<file path="src/rtl/iso7816_pkg.sv">
// rtl/iso7816_pkg.sv - shared line levels, receiver state encoding and parity helper
package iso7816_pkg;

   localparam logic START_BIT = 1'b0;
   localparam logic STOP_BIT  = 1'b1;
   localparam int   BITCNT_W  = 4;

   typedef enum logic [2:0] {
      RX_IDLE,
      RX_START,
      RX_DATA,
      RX_PARITY,
      RX_STOP1,
      RX_STOP2,
      RX_NACK
   } rx_state_e;

   // Expected parity bit for up to 9 data bits (narrower characters are zero-extended).
   function automatic logic parity_bit(input logic [8:0] data, input logic odd);
      return (^data) ^ odd;
   endfunction

endpackage

</file>
<file path="src/rtl/iso_rx_fifo.sv">
// rtl/iso_rx_fifo.sv - synchronous first-word-fall-through receive FIFO with level output
module iso_rx_fifo #(
   parameter int WIDTH = 8,
   parameter int DEPTH = 4
) (
   input  logic                             clk,
   input  logic                             nReset,
   input  logic                             push_i,
   input  logic [WIDTH-1:0]                 data_i,
   input  logic                             pop_i,
   output logic [WIDTH-1:0]                 data_o,
   output logic                             valid_o,
   output logic [$clog2(DEPTH+1)-1:0]       level_o,
   output logic                             overrun_o
);

   localparam int AW = $clog2(DEPTH);
   localparam int LW = $clog2(DEPTH + 1);

   logic [WIDTH-1:0] mem_q [DEPTH];
   logic [AW-1:0]    wr_q, rd_q;
   logic [LW-1:0]    count_q;
   logic [WIDTH-1:0] hold_q;
   logic             empty, full, pop_ok, push_ok;

   assign empty     = (count_q == '0);
   assign full      = (count_q == LW'(DEPTH));
   assign pop_ok    = pop_i && !empty;
   // A pop in the same cycle frees the slot, so a full FIFO still accepts the push.
   assign push_ok   = push_i && (!full || pop_ok);
   assign overrun_o = push_i && full && !pop_ok;

   always_ff @(posedge clk) begin
      if (push_ok) begin
         mem_q[wr_q] <= data_i;
      end
   end

   always_ff @(posedge clk) begin
      if (!nReset) begin
         wr_q    <= '0;
         rd_q    <= '0;
         count_q <= '0;
         hold_q  <= '0;
      end else begin
         if (push_ok) begin
            wr_q <= wr_q + 1'b1;
         end
         if (pop_ok) begin
            rd_q   <= rd_q + 1'b1;
            hold_q <= mem_q[rd_q];
         end
         case ({push_ok, pop_ok})
            2'b10:   count_q <= count_q + 1'b1;
            2'b01:   count_q <= count_q - 1'b1;
            default: count_q <= count_q;
         endcase
      end
   end

   // When empty the last popped head is presented instead of a stale slot.
   assign data_o  = empty ? hold_q : mem_q[rd_q];
   assign valid_o = !empty;
   assign level_o = count_q;

endmodule

</file>
<file path="src/rtl/iso_rx_fifo_core.sv">
// rtl/iso_rx_fifo_core.sv - ISO7816-3 character receiver with prescaler, T=0 error signal and receive FIFO
module iso_rx_fifo_core
   import iso7816_pkg::*;
#(
   parameter int DIVIDER_WIDTH       = 1,
   parameter int CLOCK_PER_BIT_WIDTH = 13,
   parameter int DATA_WIDTH          = 8,
   parameter int FIFO_DEPTH          = 4
) (
   input  logic                                 clk,
   input  logic                                 nReset,
   input  logic [DIVIDER_WIDTH-1:0]             clkPerCycle,
   input  logic [CLOCK_PER_BIT_WIDTH-1:0]       clocksPerBit,
   input  logic                                 stopBit2,
   input  logic                                 oddParity,
   input  logic                                 msbFirst,
   input  logic                                 nackEnable,
   input  logic                                 serialIn,
   output logic                                 serialNackOut,
   input  logic                                 rdEn,
   output logic [DATA_WIDTH-1:0]                dataOut,
   output logic                                 dataValid,
   output logic [$clog2(FIFO_DEPTH+1)-1:0]      fifoLevel,
   input  logic                                 ackFlags,
   output logic                                 overrunErrorFlag,
   output logic                                 parityErrorFlag,
   output logic                                 frameErrorFlag,
   output logic                                 run,
   output logic                                 startBit,
   output logic                                 endOfRx
);

   localparam int CW = CLOCK_PER_BIT_WIDTH;

   logic [DIVIDER_WIDTH-1:0] presc_q;
   logic [1:0]               sync_q;
   logic                     tick, line;

   rx_state_e                state_q, state_d;
   logic [CW-1:0]            cnt_q, cnt_d;
   logic [BITCNT_W-1:0]      bitn_q, bitn_d;
   logic [DATA_WIDTH-1:0]    shift_q, shift_d;
   logic                     par_err_q, par_err_d;
   logic                     run_q, run_d;
   logic                     start_bit_q, start_bit_d;
   logic                     eor_q, eor_d;
   logic                     nack_q, nack_d;
   logic                     ovr_q, par_q, frm_q;
   logic [CW-1:0]            cpb_q;
   logic                     stop2_q, odd_q, msb_q, nacken_q;
   logic                     load_cfg, push, par_set, frm_set, ovr_set;
   logic                     sample, cnt_last;

   assign tick = (presc_q == clkPerCycle);
   assign line = sync_q[1];

   // Synchroniser resets to the idle level so reset never fakes a start edge.
   always_ff @(posedge clk) begin
      if (!nReset) begin
         presc_q <= '0;
         sync_q  <= {2{STOP_BIT}};
      end else begin
         presc_q <= tick ? '0 : presc_q + 1'b1;
         sync_q  <= {sync_q[0], serialIn};
      end
   end

   assign sample   = tick && (cnt_q == (cpb_q >> 1));
   assign cnt_last = (cnt_q == cpb_q - 1'b1);

   always_comb begin
      state_d     = state_q;
      cnt_d       = cnt_q;
      bitn_d      = bitn_q;
      shift_d     = shift_q;
      par_err_d   = par_err_q;
      run_d       = run_q;
      start_bit_d = start_bit_q;
      eor_d       = 1'b0;
      nack_d      = nack_q;
      push        = 1'b0;
      par_set     = 1'b0;
      frm_set     = 1'b0;
      load_cfg    = 1'b0;
      if (tick) begin
         cnt_d = cnt_last ? '0 : cnt_q + 1'b1;
      end
      case (state_q)
         RX_IDLE: begin
            cnt_d = '0;
            if (line == START_BIT) begin
               state_d     = RX_START;
               start_bit_d = 1'b1;
               load_cfg    = 1'b1;
               par_err_d   = 1'b0;
               bitn_d      = '0;
            end
         end
         RX_START: begin
            if (sample) begin
               start_bit_d = 1'b0;
               if (line != START_BIT) begin
                  state_d = RX_IDLE;
               end else begin
                  state_d = RX_DATA;
                  run_d   = 1'b1;
               end
            end
         end
         RX_DATA: begin
            if (sample) begin
               shift_d = msb_q ? {shift_q[DATA_WIDTH-2:0], line} : {line, shift_q[DATA_WIDTH-1:1]};
               bitn_d  = bitn_q + 1'b1;
               if (bitn_q == BITCNT_W'(DATA_WIDTH - 1)) begin
                  state_d = RX_PARITY;
               end
            end
         end
         RX_PARITY: begin
            if (sample) begin
               state_d = RX_STOP1;
               if (line != parity_bit(9'(shift_q), odd_q)) begin
                  par_err_d = 1'b1;
                  par_set   = 1'b1;
               end
            end
         end
         RX_STOP1: begin
            if (sample) begin
               state_d = RX_IDLE;
               eor_d   = 1'b1;
               run_d   = 1'b0;
               if (par_err_q) begin
                  if (nacken_q) begin
                     // The error signal occupies one full etu starting at the stop sample.
                     state_d = RX_NACK;
                     eor_d   = 1'b0;
                     run_d   = 1'b1;
                     nack_d  = 1'b1;
                     cnt_d   = '0;
                  end
               end else if (line != STOP_BIT) begin
                  frm_set = 1'b1;
               end else if (stop2_q) begin
                  state_d = RX_STOP2;
                  eor_d   = 1'b0;
                  run_d   = 1'b1;
               end else begin
                  push = 1'b1;
               end
            end
         end
         RX_STOP2: begin
            if (sample) begin
               state_d = RX_IDLE;
               eor_d   = 1'b1;
               run_d   = 1'b0;
               if (line != STOP_BIT) begin
                  frm_set = 1'b1;
               end else begin
                  push = 1'b1;
               end
            end
         end
         RX_NACK: begin
            if (tick && cnt_last) begin
               state_d = RX_IDLE;
               eor_d   = 1'b1;
               run_d   = 1'b0;
               nack_d  = 1'b0;
            end
         end
         default: begin
            state_d = RX_IDLE;
            run_d   = 1'b0;
            nack_d  = 1'b0;
         end
      endcase
   end

   always_ff @(posedge clk) begin
      if (!nReset) begin
         state_q     <= RX_IDLE;
         cnt_q       <= '0;
         bitn_q      <= '0;
         shift_q     <= '0;
         par_err_q   <= 1'b0;
         run_q       <= 1'b0;
         start_bit_q <= 1'b0;
         eor_q       <= 1'b0;
         nack_q      <= 1'b0;
         ovr_q       <= 1'b0;
         par_q       <= 1'b0;
         frm_q       <= 1'b0;
         cpb_q       <= '0;
         stop2_q     <= 1'b0;
         odd_q       <= 1'b0;
         msb_q       <= 1'b0;
         nacken_q    <= 1'b0;
      end else begin
         state_q     <= state_d;
         cnt_q       <= cnt_d;
         bitn_q      <= bitn_d;
         shift_q     <= shift_d;
         par_err_q   <= par_err_d;
         run_q       <= run_d;
         start_bit_q <= start_bit_d;
         eor_q       <= eor_d;
         nack_q      <= nack_d;
         // A set in the same cycle as an acknowledge wins.
         ovr_q       <= (ovr_q & ~ackFlags) | ovr_set;
         par_q       <= (par_q & ~ackFlags) | par_set;
         frm_q       <= (frm_q & ~ackFlags) | frm_set;
         if (load_cfg) begin
            cpb_q    <= clocksPerBit;
            stop2_q  <= stopBit2;
            odd_q    <= oddParity;
            msb_q    <= msbFirst;
            nacken_q <= nackEnable;
         end
      end
   end

   iso_rx_fifo #(
      .WIDTH (DATA_WIDTH),
      .DEPTH (FIFO_DEPTH)
   ) u_fifo (
      .clk       (clk),
      .nReset    (nReset),
      .push_i    (push),
      .data_i    (shift_q),
      .pop_i     (rdEn),
      .data_o    (dataOut),
      .valid_o   (dataValid),
      .level_o   (fifoLevel),
      .overrun_o (ovr_set)
   );

   assign serialNackOut    = nack_q;
   assign run              = run_q;
   assign startBit         = start_bit_q;
   assign endOfRx          = eor_q;
   assign overrunErrorFlag = ovr_q;
   assign parityErrorFlag  = par_q;
   assign frameErrorFlag   = frm_q;

endmodule

</file>
<file path="config.mk">
export PLATFORM = sky130hd
export DESIGN_NAME = iso_rx_fifo_core
export DESIGN_NICKNAME = d
export VERILOG_FILES = /design/src/rtl/iso7816_pkg.sv /design/src/rtl/iso_rx_fifo.sv /design/src/rtl/iso_rx_fifo_core.sv
export SDC_FILE = /design/constraint.sdc
export NUM_CORES = 1
export LEC_CHECK = 0
export CORE_UTILIZATION = 35
export DETAILED_ROUTE_END_ITERATION = 8
export PLACE_DENSITY = 0.61
export SKIP_LAST_GASP = 1
export SLEW_MARGIN = 5
export SYNTH_ARGS = -nofsm -noshare
export SYNTH_HDL_FRONTEND = slang
export SYNTH_SLANG_ARGS = --single-unit
</file>
<file path="constraint.sdc">
create_clock -name clk -period 5.85 [get_ports clk]
set_input_delay 1.17 -clock clk [delete_from_list [all_inputs] [get_ports clk]]
set_output_delay 1.17 -clock clk [all_outputs]
set_load 0.02 [all_outputs]
</file>
# After elaboration in Yosys (flattened, before gate mapping)
# Memories as Yosys holds them, arrays and structs flattened. A register that Yosys moved wholly into a read port is not among the register bits.
# Cells that the tools add are included.
# totals
latch_bits,0
ff_bits,71
mem_count,1
inputBits,23
elab_cells,168
mem_bits_ro,0
out_inout_bits,19
mem_bits_rw,32
# memory_table
memory,words,word_bits,read_ports,rd_clocked_by_memory_dff,wr,line,rtl
u_fifo.mem_q,4,8,1,1,1,iso_rx_fifo.sv:20,logic [WIDTH-1:0] mem_q [DEPTH];
# classes
multipliers,0
order_cmp,0
bitwise,11
n_addsub,8
shifts,0
reduce_logical,27
n_div,0
n_eq_ne,26
mux,72
# ops
cell,n
two-way mux 13 bit,5
two-way mux 1 bit,37
two-way mux 3 bit,12
one-hot mux 13 bit (2 select lines),1
!= test 2 bit (second input constant),12
one-hot mux 3 bit (7 select lines),1
two-way mux 8 bit,2
adder 13 x 1 -> 13 bit (second input constant),1
== test 13 x 12 -> 1 bit,1
== test 13 bit,1
subtractor 13 x 1 -> 13 bit (second input constant),1
== test 3 bit (second input constant),4
XOR reduction 9 bit,1
two-way mux 4 bit,2
one-hot mux 1 bit (2 select lines),4
one-hot mux 4 bit (2 select lines),1
AND reduction 8 bit,1
nonzero test 2 bit,4
== test 3 x 2 -> 1 bit (second input constant),2
logical AND 1 bit,6
zero test 3 bit,2
two-way mux 2 bit,3
one-hot mux 1 bit (3 select lines),2
one-hot mux 3 bit (2 select lines),1
other kinds (26),37

# Longest topological paths before layout
# logic_depth
word_depth,8
ltp_mapped,12
ltp_nobuf,9

# Modules after synthesis
# From an unflattened synthesis, not the netlist that was laid out.
# hier_totals
cells_unflattened,509
hier_area_um2,5157.4
# modules_own_cells
module,area_per_inst_um2,seq_area_each_um2,n_inst,cells_per_inst
iso_rx_fifo_core,3101.7,1121.1,1,374
iso_rx_fifo,2055.7,1301.2,1,135

# Least setup slack after synthesis
# OpenSTA, ideal clock, no wires.
# synth_path
path_kind,input-to-reg
start,input port clkPerCycle
end,"memory u_fifo.mem_q[0][0], enable pin"
path_buffers,0
slack_ns,2.694
arrival_time_ns,2.824
path_stages,5
setup_time_ns,0.332
required_time_ns,5.518
path_cell_list,xnor2_1 -> and4_1 -> nand4_1 -> nor4b_4 -> and2_1
# synth_via
elab_chain_cells,7
elab_cells_between_ends,8
cone_classes,eq/ne: 1; mux: 5; reduce/logical: 2
# synth_rtl
item,line,rtl
start: declaration,iso_rx_fifo_core.sv:12,"input logic [DIVIDER_WIDTH-1:0] clkPerCycle,"
== test 1 bit *,iso_rx_fifo_core.sv:54,assign tick = (presc_q == clkPerCycle);
logical AND 1 bit *,iso_rx_fifo_core.sv:68,assign sample = tick && (cnt_q == (cpb_q >> 1));
"two-way mux 1 bit, on equally long branches","iso_rx_fifo_core.sv:154, iso_rx_fifo_core.sv:129",
one-hot mux 1 bit (2 select lines) *,iso_rx_fifo_core.sv:88,case (state_q)
logical AND 1 bit *,iso_rx_fifo.sv:30,assign push_ok = push_i && (!full || pop_ok);
two-way mux 1 bit *,iso_rx_fifo.sv:34,if (push_ok) begin
two-way mux 1 bit (implied by the code) *,iso_rx_fifo.sv:35,mem_q[wr_q] <= data_i;
end: declaration,iso_rx_fifo.sv:20,
# Mark *: on every way between the ends. The rest lies on a longest branch, timed or not.

# Worst setup path after layout
# layout_path
start,input port clkPerCycle
end,"memory u_fifo.mem_q[1][6], enable pin"
# Same word-level chain as after synthesis.

==> key figures <==
Logic synthesis
  • Cell taking the most area after synthesis: dfxtp_1
  • Number of synthesized flops with an enable pin: 32
  • Post-Synthesis Cells: 539
  • Synth Cell Area: 0.00534 sq mm
  • Post-Syn Nets: 570
  • Synth async-reset ratio: 0%
  • Synth cell count leaders: nand2_1, dfxtp_1, nor2_1
  • Post-synth cell types: 66
  • Seq cells post-synth: 105
  • Warnings from Yosys: 0
  • Post-synthesis sequential area ratio: approximately 45%
  • Top cells by area, synth: dfxtp_1, edfxtp_1, nand2_1
  • Post-synth top flop: dfxtp_1
  • Count leader, synth: nand2_1
  • Syn Area/Cell: 9.90 sq um
  • Synth top area share: 27.4%

CTS
  • CTS tree: done
  • CTS Root Cell: clkbuf_16
  • Clk_lat worst skew: between 0.3 and 0.4 ns
  • Number of gates resized after CTS: 0
  • Hold_buf cts: 0
  • Clk buf depth: 2
  • TritonCTS buffer count: 9
  • CTS H-tree lvls: 3
  • Clock Sinks: 105
  • Clk slew on worst S/H paths: around 0.07 ns
  • Post-CTS Setup Bufs: 0

Timing
  • Max-slew violations: 0
  • Slew @ Worst Pin: 0.848 ns
  • Final Skew: 0.0102 ns
  • TNS Setup: 0 ns
  • Final Cycle Share: 64.6%
  • Slew HR: 42.7%
  • Final hold vios: 0
  • Setup ws final: 2.07 ns
  • Tmin final: 3.78 ns
  • RSZ-0062 raised after global routing: no
  • Fmax: 264 MHz
  • Final setup viols: 0

Critical path
  • CP Capture Type: register
  • Required time of the worst setup path: 5.86 ns
  • Worst-path fanout max: 8
  • WS Path Type: in2reg
  • Critical-path top delay cell: nor4b_4
  • CP arrival: roughly 3.8 ns
  • Slowest stage delay, CP: about 0.56 ns
  • CP Cell Sequence: clkdlybuf4s50_1 -> xnor2_1 -> and4_1 -> nand4_1 -> nor4b_4 -> and2_1
  • Crit path buffers/inverters: 1
  • CP delay by family, top: simple AND/OR/NAND/NOR gates
  • CP startpoint kind: input port

Detailed routing
  • DRT Pass-1 Iters: 7
  • Number of routed nets with antenna violations: 0
  • Detailed-route DRC error count: 1
  • Via count: 3791
  • Met2 wire length: 5.20 mm
  • Via-to-Cell Ratio: 5.12
  • Met3 wire len: 386 microns
  • Met1 WL: 5.09 mm
  • Routed Wire Length: around 11 mm
  • Iter 0 DRT Violations: 171
  • WL/cell: 14.6 microns
  • Max layer used: met4

Run
  • Max_cap viols: 0

Die
  • FP Rows: 44
  • # IOs: 42
  • Die height: 125 microns
  • Die width: 125 microns
  • Core ar.: 0.0147 sq mm
  • Die ar.: 0.0157 sq mm
  • Initial core utilization: 36.3%

Min path
  • Worst Hold Class: reg2reg

Global routing
  • Global-route wire length before repair: 18.3 mm
  • Gr usage total: 14.7%
  • Vias in the first global route: between 3k and 4k
  • Initial antenna violation count: 0
  • Remaining Overflow, GRT: 0
  • Pin count of the biggest net entering global routing: 66

Power and ir drop
  • Peak supply drop: 0.161 mV
  • Leakage Power: ~2.1 nW
  • Pwr/cell area: 294 mW/mm^2

Finish
  • Final nets: 583
  • Layout cells sized above 1: 7.90%
  • FF/Latch Area: around 0.0024 sq mm
  • # fillers: approximately 1.4k
  • ANT cells: 0
  • Footprint of the multi-input gates: 0.00262 sq mm
  • Area delta synth->final: 13.4%

Run status
  • Status: finished with violations
  • Failing checks: DRC

Place
  • Post-DP HPWL: around 7.6 mm
  • GPL Wtd Cong: between 0.9 and 1
  • Pre-CTS WS: 1.66 ns
  • # port buffers: around 40
[worst reg2reg max path: stages (launching register included)]
cell	delay [ns]
dfxtp_1	0.57
xor2_1	0.13
nor4_1	0.47
nand4_1	0.38
nor4b_4	0.57
and2_1	0.45
[layout make-up]
type / instances / area share (%)
Inverter: 15 / 0.931
Clock buffer: 9 / 3.72
Tap cell: 184 / 3.81
Multi-Input combinational cell: 378 / 43.3
Timing Repair Buffer: 43 / 6.95
Clock inverter: 7 / 1.26
Sequential cell: 105 / 40.0
[flip-flops by register name, summed over array words and instances, names as in the netlist, 2 cells and up, named ones only]
| register | cells |
|---|---|
| u_fifo.mem_q | 32 |
| cnt_q | 13 |
| cpb_q | 13 |
| shift_q | 8 |
| u_fifo.hold_q | 8 |
| bitn_q | 4 |
| state_q | 3 |
| u_fifo.level_o | 3 |
| sync_q | 2 |
| u_fifo.rd_q | 2 |
| u_fifo.wr_q | 2 |
[metal layers]
layer,global-route usage [%],up-vias
met4,5.67,0
met1,18.8,1796
met2,24.0,79
met5,0,-
li1,-,1908
met3,3.51,8
[worst paths after layout]
path / start / end / slack (ns) / cells after the start
worst max-delay path: clkPerCycle / u_fifo.mem_q[1][6] / 2.07 / 6
worst min register to register: sync_q[0] / sync_q[1] / 0.45 / 1
worst max register to register: cpb_q[2] / u_fifo.mem_q[1][6] / 2.94 / 5
worst min-delay path: sync_q[0] / sync_q[1] / 0.45 / 1
[cell usage in the layout, fill, tap and decap left out, drive strengths merged, types with 5 or more instances in the layout]
cell | synthesis | layout
a21boi | 31 | 31
ha | 7 | 7
and2 | 13 | 13
o211a | 10 | 10
mux2i | 14 | 14
nand4 | 6 | 6
clkbuf | 29 | 9
a21oi | 14 | 14
edfxtp | 32 | 32
and3 | 5 | 5
nor4 | 6 | 6
o21ai | 18 | 18
clkdlybuf4s50 | 0 | 40
mux4 | 8 | 8
nor2 | 37 | 37
xor2 | 24 | 24
nand2b | 8 | 8
nand2 | 85 | 85
inv | 15 | 17
xnor2 | 26 | 26
mux2 | 8 | 8
nand3 | 11 | 11
dfxtp | 73 | 73
[report_power, final]
group          switching [mW]  internal (mW)
clock                   0.278          0.335
combinational           0.176          0.150
sequential             0.0586          0.781
total                   0.512           1.27
[per-stage QoR]
stage | hold WS [ns] | instances | total power [mW] | util [%] | area [sq um]
6_report | 0.446 | 741 | 1.78 | 41.2 | 6050
3_5_place_dp | 0.435 | 725 | 1.18 | 39.1 | 5750
5_1_grt | 0.471 | 741 | 1.86 | 41.2 | 6050
3_3_place_gp | 0.428 | 725 | 1.18 | 39.1 | 5750
2_1_floorplan | 0.386 | 539 | 1.10 | - | 5340
4_1_cts | 0.458 | 741 | 1.80 | 41.2 | 6050
[logic make-up (layout without fill, tap and decap cells)]
logic type	count (synthesis)	after routing	synth area share, %
multiplexers	30	30	7.69
AND/OR/NAND/NOR	194	194	18.1
adder cells (fa/ha/maj)	8	8	2.02
flip-flops	105	105	45.4
AO/OA/AOI/OAI	96	96	13.0
XOR/XNOR	50	50	8.21
buffers and inverters	56	74	5.65
Power figures use the tool's default switching activity.
